===== config.mk =====
export PLATFORM = sky130hd
export DESIGN_NAME = encoder_phase_ctrl
export DESIGN_NICKNAME = d
export VERILOG_FILES = /design/src/rtl/encoder_phase_ctrl.sv
export SDC_FILE = /design/constraint.sdc
export NUM_CORES = 1
export LEC_CHECK = 0
export BUFFER_PORTS_ARGS = -buffer_cell sky130_fd_sc_hd__buf_2
export CORE_MARGIN = 5
export CORE_UTILIZATION = 60
export DETAILED_ROUTE_END_ITERATION = 8
export PLACE_DENSITY_LB_ADDON = 0.08
export SYNTH_ARGS = -nofsm -noshare
export SYNTH_HDL_FRONTEND = slang
export SYNTH_SLANG_ARGS = --single-unit

===== constraint.sdc =====
create_clock -name clock4x -period 3.2 [get_ports clock4x]
set_clock_uncertainty 0.2 [all_clocks]
set_input_delay 0.48 -clock clock4x [delete_from_list [all_inputs] [get_ports clock4x]]
set_output_delay 0.48 -clock clock4x [all_outputs]
set_load 0.1 [all_outputs]

===== src/rtl/encoder_phase_ctrl.sv =====
// Encoder mux sequencing on the clock4x domain: frame-clock cadence lock FSM,
// programmable-delay encoder select, qualified latch strobes and lock-loss counter.
module encoder_phase_ctrl #(
    parameter int PERIOD        = 4,
    parameter int LOCK_COUNT    = 16,
    parameter int DELAY_DEFAULT = 6,
    parameter int ERR_WIDTH     = 8
) (
    input  logic                 clock4x,
    input  logic                 reset,
    input  logic                 frame_clock_sampled,
    input  logic [3:0]           delay_cfg,
    input  logic                 delay_load,
    input  logic                 err_clr,
    output logic                 sel,
    output logic [1:0]           phase,
    output logic                 strobe_even,
    output logic                 strobe_odd,
    output logic                 locked,
    output logic [ERR_WIDTH-1:0] err_cnt
);

    localparam int         GW      = $clog2(LOCK_COUNT + 1);
    localparam logic [1:0] PH_LAST = 2'(PERIOD - 1);
    localparam logic [GW-1:0] GC_LAST = GW'(LOCK_COUNT - 1);

    typedef enum logic [1:0] {UNLOCKED, CHECK, LOCKED} state_t;

    state_t               state_q, state_d;
    logic                 fcs_q;
    logic [15:0]          sr_q, sr_d;
    logic [3:0]           delay_q, delay_d;
    logic [3:0]           blank_q, blank_d;
    logic [1:0]           phase_q, phase_d;
    logic [GW-1:0]        good_q, good_d;
    logic [ERR_WIDTH-1:0] err_q, err_d;
    logic                 sel_q, sel_d, sel_d1_q;
    logic                 locked_q, locked_d;
    logic                 se_q, se_d, so_q, so_d;

    logic rise, wrap, good, bad, lost, qual;

    always_comb begin
        rise = frame_clock_sampled & ~fcs_q;
        wrap = (phase_q == PH_LAST);
        good = rise & wrap;
        // A rise off-cadence, or a wrap with no rise, both break the frame rhythm.
        bad  = (rise & ~wrap) | (~rise & wrap);

        phase_d = (rise || wrap) ? 2'd0 : phase_q + 2'd1;
        sr_d    = {sr_q[14:0], fcs_q};
        sel_d   = sr_q[delay_q];
        delay_d = delay_load ? delay_cfg : delay_q;
        blank_d = delay_load ? 4'd15 : ((blank_q != 4'd0) ? blank_q - 4'd1 : 4'd0);

        state_d = state_q;
        good_d  = good_q;
        lost    = 1'b0;
        case (state_q)
            UNLOCKED: begin
                if (rise) begin
                    state_d = CHECK;
                    good_d  = '0;
                end
            end
            CHECK: begin
                if (bad) begin
                    state_d = UNLOCKED;
                end else if (good) begin
                    good_d = good_q + GW'(1);
                    if (good_q == GC_LAST) state_d = LOCKED;
                end
            end
            LOCKED: begin
                if (bad) begin
                    state_d = UNLOCKED;
                    lost    = 1'b1;
                end
            end
            default: state_d = UNLOCKED;
        endcase

        if (err_clr)                  err_d = '0;
        else if (lost && err_q != '1) err_d = err_q + ERR_WIDTH'(1);
        else                          err_d = err_q;

        locked_d = (state_q == LOCKED);

        // Strobes are suppressed while a freshly loaded tap settles.
        qual = locked_q & (blank_q == 4'd0) & ~delay_load;
        se_d = sel_q & ~sel_d1_q & qual;
        so_d = ~sel_q & sel_d1_q & qual;
    end

    always_ff @(posedge clock4x or posedge reset) begin
        if (reset) begin
            state_q  <= UNLOCKED;
            fcs_q    <= 1'b0;
            sr_q     <= '0;
            delay_q  <= 4'(DELAY_DEFAULT);
            blank_q  <= '0;
            phase_q  <= '0;
            good_q   <= '0;
            err_q    <= '0;
            sel_q    <= 1'b0;
            sel_d1_q <= 1'b0;
            locked_q <= 1'b0;
            se_q     <= 1'b0;
            so_q     <= 1'b0;
        end else begin
            state_q  <= state_d;
            fcs_q    <= frame_clock_sampled;
            sr_q     <= sr_d;
            delay_q  <= delay_d;
            blank_q  <= blank_d;
            phase_q  <= phase_d;
            good_q   <= good_d;
            err_q    <= err_d;
            sel_q    <= sel_d;
            sel_d1_q <= sel_q;
            locked_q <= locked_d;
            se_q     <= se_d;
            so_q     <= so_d;
        end
    end

    assign sel         = sel_q;
    assign phase       = phase_q;
    assign strobe_even = se_q;
    assign strobe_odd  = so_q;
    assign locked      = locked_q;
    assign err_cnt     = err_q;

endmodule

==> flow_summary.yaml <==
cells_and_area:
  final_core_util: 0.708
  drive_gt1_frac: 0.230
  syn2layout_area_growth_pct: 11.6
  final_nets: 198
  mostFrequentLayoutCells: "45 x dfrtp_1, 22 x buf_2, 11 x nor2_1, 7 x nand2_1, 7 x ha_1"
  antenna_cells: 0
  final-instance-count-excl-fill: 227
  layout_commonest_cell: "dfrtp_1"
route:
  vias: 1279
  routed_wirelength_um: 3260
  ant_nets: 0
  dr.pass1.iters: 4
  wl_met3_um: 128
  drt_iter0_markers: 72
  dr_wl_met2_um: 1610
  wl_per_cell_um: 14.4
  viasPerCell: 5.63
  wl_met1_um: 1470
  maxUsedRoutingLayer: "met4"
  drc: 0
yosys:
  avgSynthCellArea_um2: 12.6
  synth.net_count: 171
  synth_top_area_share: 0.577
  ys_types: 40
  synthTopCellsByArea: "dfrtp_1 58%, mux4_2 4.6%, ha_1 4.5%, dfstp_2 2.7%, mux2_2 2.3%"
  synthArstFlopShare: 1.00
  yosysTopAreaCell: "dfrtp_1"
  synth_seq_area_share: 0.604
  syn-cell-area_um2: 1950
  synth_top_flop_cell: "dfrtp_1"
  synth_edf_count: 0
  synthCells: 155
  ys_seq_elements: 47
  ys_warn_count: 0
pwr:
  fin_total_pwr_mw: 1.30
  leakagePower_nw: 1.04
  p_per_area_nw_per_um2: 599
  ir_worst_vdd_mv: 0.521
timing:
  worstMarginPinSlew_ns: 0.512
  setup_violations: 0
  rsz0062_at_grt: "no"
  fmax_mhz: 477
  hold_ws_ns: 0.0495
  period_share: 0.655
  period_needed_ns: 2.09
  tns_ns: 0
  finalHoldViolations: 0
  slew_headroom: 0.658
  slew_viol_final: 0
clocking:
  htree_levels: 2
  cts-buffers-inserted: 5
  clk_pin_slew_ns: 0.13
  cts_resized: 0
  post_cts_buffers: 0
  cts_tree: "yes"
  cts_buffer_depth: 2
  cts_sinks: 47
  clk_latency_ns: 0.35
  clockRootBuffer: "clkbuf_4"
die:
  core_area_um2: 3080
  start_util: 0.634
  ios: 23
  die_height_um: 67.0
  die_w_um: 67.0
  placementRows: 20
  die_area_um2: 4490
critical_path:
  end_kind: "flop"
  cp.required_ns: 3.25
  criticalPathCategory: "flop to flop"
  rr_startpoint: "phase[0]"
  crit_path_start_kind: "flop"
  critPathMaxFanout: 10
  arrival_ns: 2.14
  crit_path_start: "phase[0]"
global_routing:
  grt_pass1_wl_um: 5690
  grt_max_degree: 44
  grt_pass1_vias: 1291
  gr-total-overflow: 0
  grt_use_total: 0.170
  antenna_found_initial: 0
place:
  gp_congestion: 0.835
  numPlacedInstances: 218
  place_hpwl_um: 2400
  port_buffers: 22
hold_path:
  hold_path.startpoint: "frame_clock_sampled"
  hp-class: "primary input to flop"
status:
  status: "finished, final reports clean"
run:
  cap_violations: 0
==> path summary, 6_finish.rpt <==
kind / to / slack [ns] / depth (start not counted)
max: good_q[3] / 1.11 / 7
min: fcs_q / 0.05 / 1
max reg2reg: good_q[3] / 1.11 / 7
min reg2reg: sr_q[4] / 0.19 / 0
max in group asynchronous: delay_q[1] / 1.70 / 4
min in group asynchronous: blank_q[2] / 0.34 / 3
==> state kept, by name, summed over array words and instances, names as in the netlist, 2 cells and up <==
name / cells
err_cnt: 8
state_q: 2
good_q: 5
phase: 2
blank_q: 4
delay_q: 4
sr_q: 16
==> critical path, stage by stage, from the launching register on <==
cell	delay [ns]
dfrtp_1	0.43
ha_1	0.22
inv_1	0.08
ha_1	0.27
nand3b_1	0.17
a21o_1	0.27
o21a_1	0.21
o32a_1	0.16
==> logic make-up (layout without fill, tap and decap cells) <==
family / count (synthesis) / count (layout) / share of synthesized area
xor gates and xnor gates: 2 / 2 / 0.00898
and+or+nand+nor: 50 / 50 / 0.140
muxes: 11 / 11 / 0.0846
adders and majority gates: 7 / 7 / 0.0449
AOI/OAI and AO/OA: 28 / 28 / 0.0936
buffers and inverters: 10 / 38 / 0.0237
DFF: 47 / 47 / 0.604
==> cell type report <==
class,instances,area [um^2]
clock inverters,2,16.3
well taps,44,55.1
repair buffers,24,128
clock buffers,6,51.3
fillers,235,900
inverters,6,22.5
multi-input cells,98,727
flip-flops and latches,47,1180
==> synthesized netlist by cell type (2+ instances only) <==
master,count
o21a_1,2
dfrtp_1,45
o31ai_1,2
nand3_1,4
dfstp_2,2
nor3b_1,2
nand2_1,7
mux4_2,4
a21oi_1,6
mux2_2,4
inv_1,6
and2_1,2
and3_1,5
a211oi_1,2
ha_1,7
o21ai_0,6
a31oi_1,2
a21o_1,2
nand4_1,2
nor2b_1,3
xor2_1,2
mux2i_1,3
nand2b_1,2
nor2_1,11
nor3_1,5
nand3b_1,2
o21bai_1,2
==> power breakdown <==
group	internal (mW)	switching (mW)
Sequential	0.659	0.0576
Combinational	0.0971	0.200
Clock	0.108	0.182
==> layer usage <==
layer / global-route usage / vias to the layer above
li1: - / 612
met1: 0.215 / 631
met2: 0.280 / 29
met3: 0.0405 / 7
met4: 0.0684 / 0
met5: 0 / -
==> repair_timing <==
action                     CTS  global route
hold endpoints to repair     4             0
hold buffers                 1             0
setup endpoints to repair    0             0
==> stage by stage <==
stage               worst slack (ns)  cell area [um^2]
floorplan                      0.527              1950
global placement                1.07              2100
detailed placement              1.02              2100
CTS                             1.10              2180
global route                   0.961              2180
finish                          1.11              2180
Note: power is estimated with default switching activity, not from simulation.
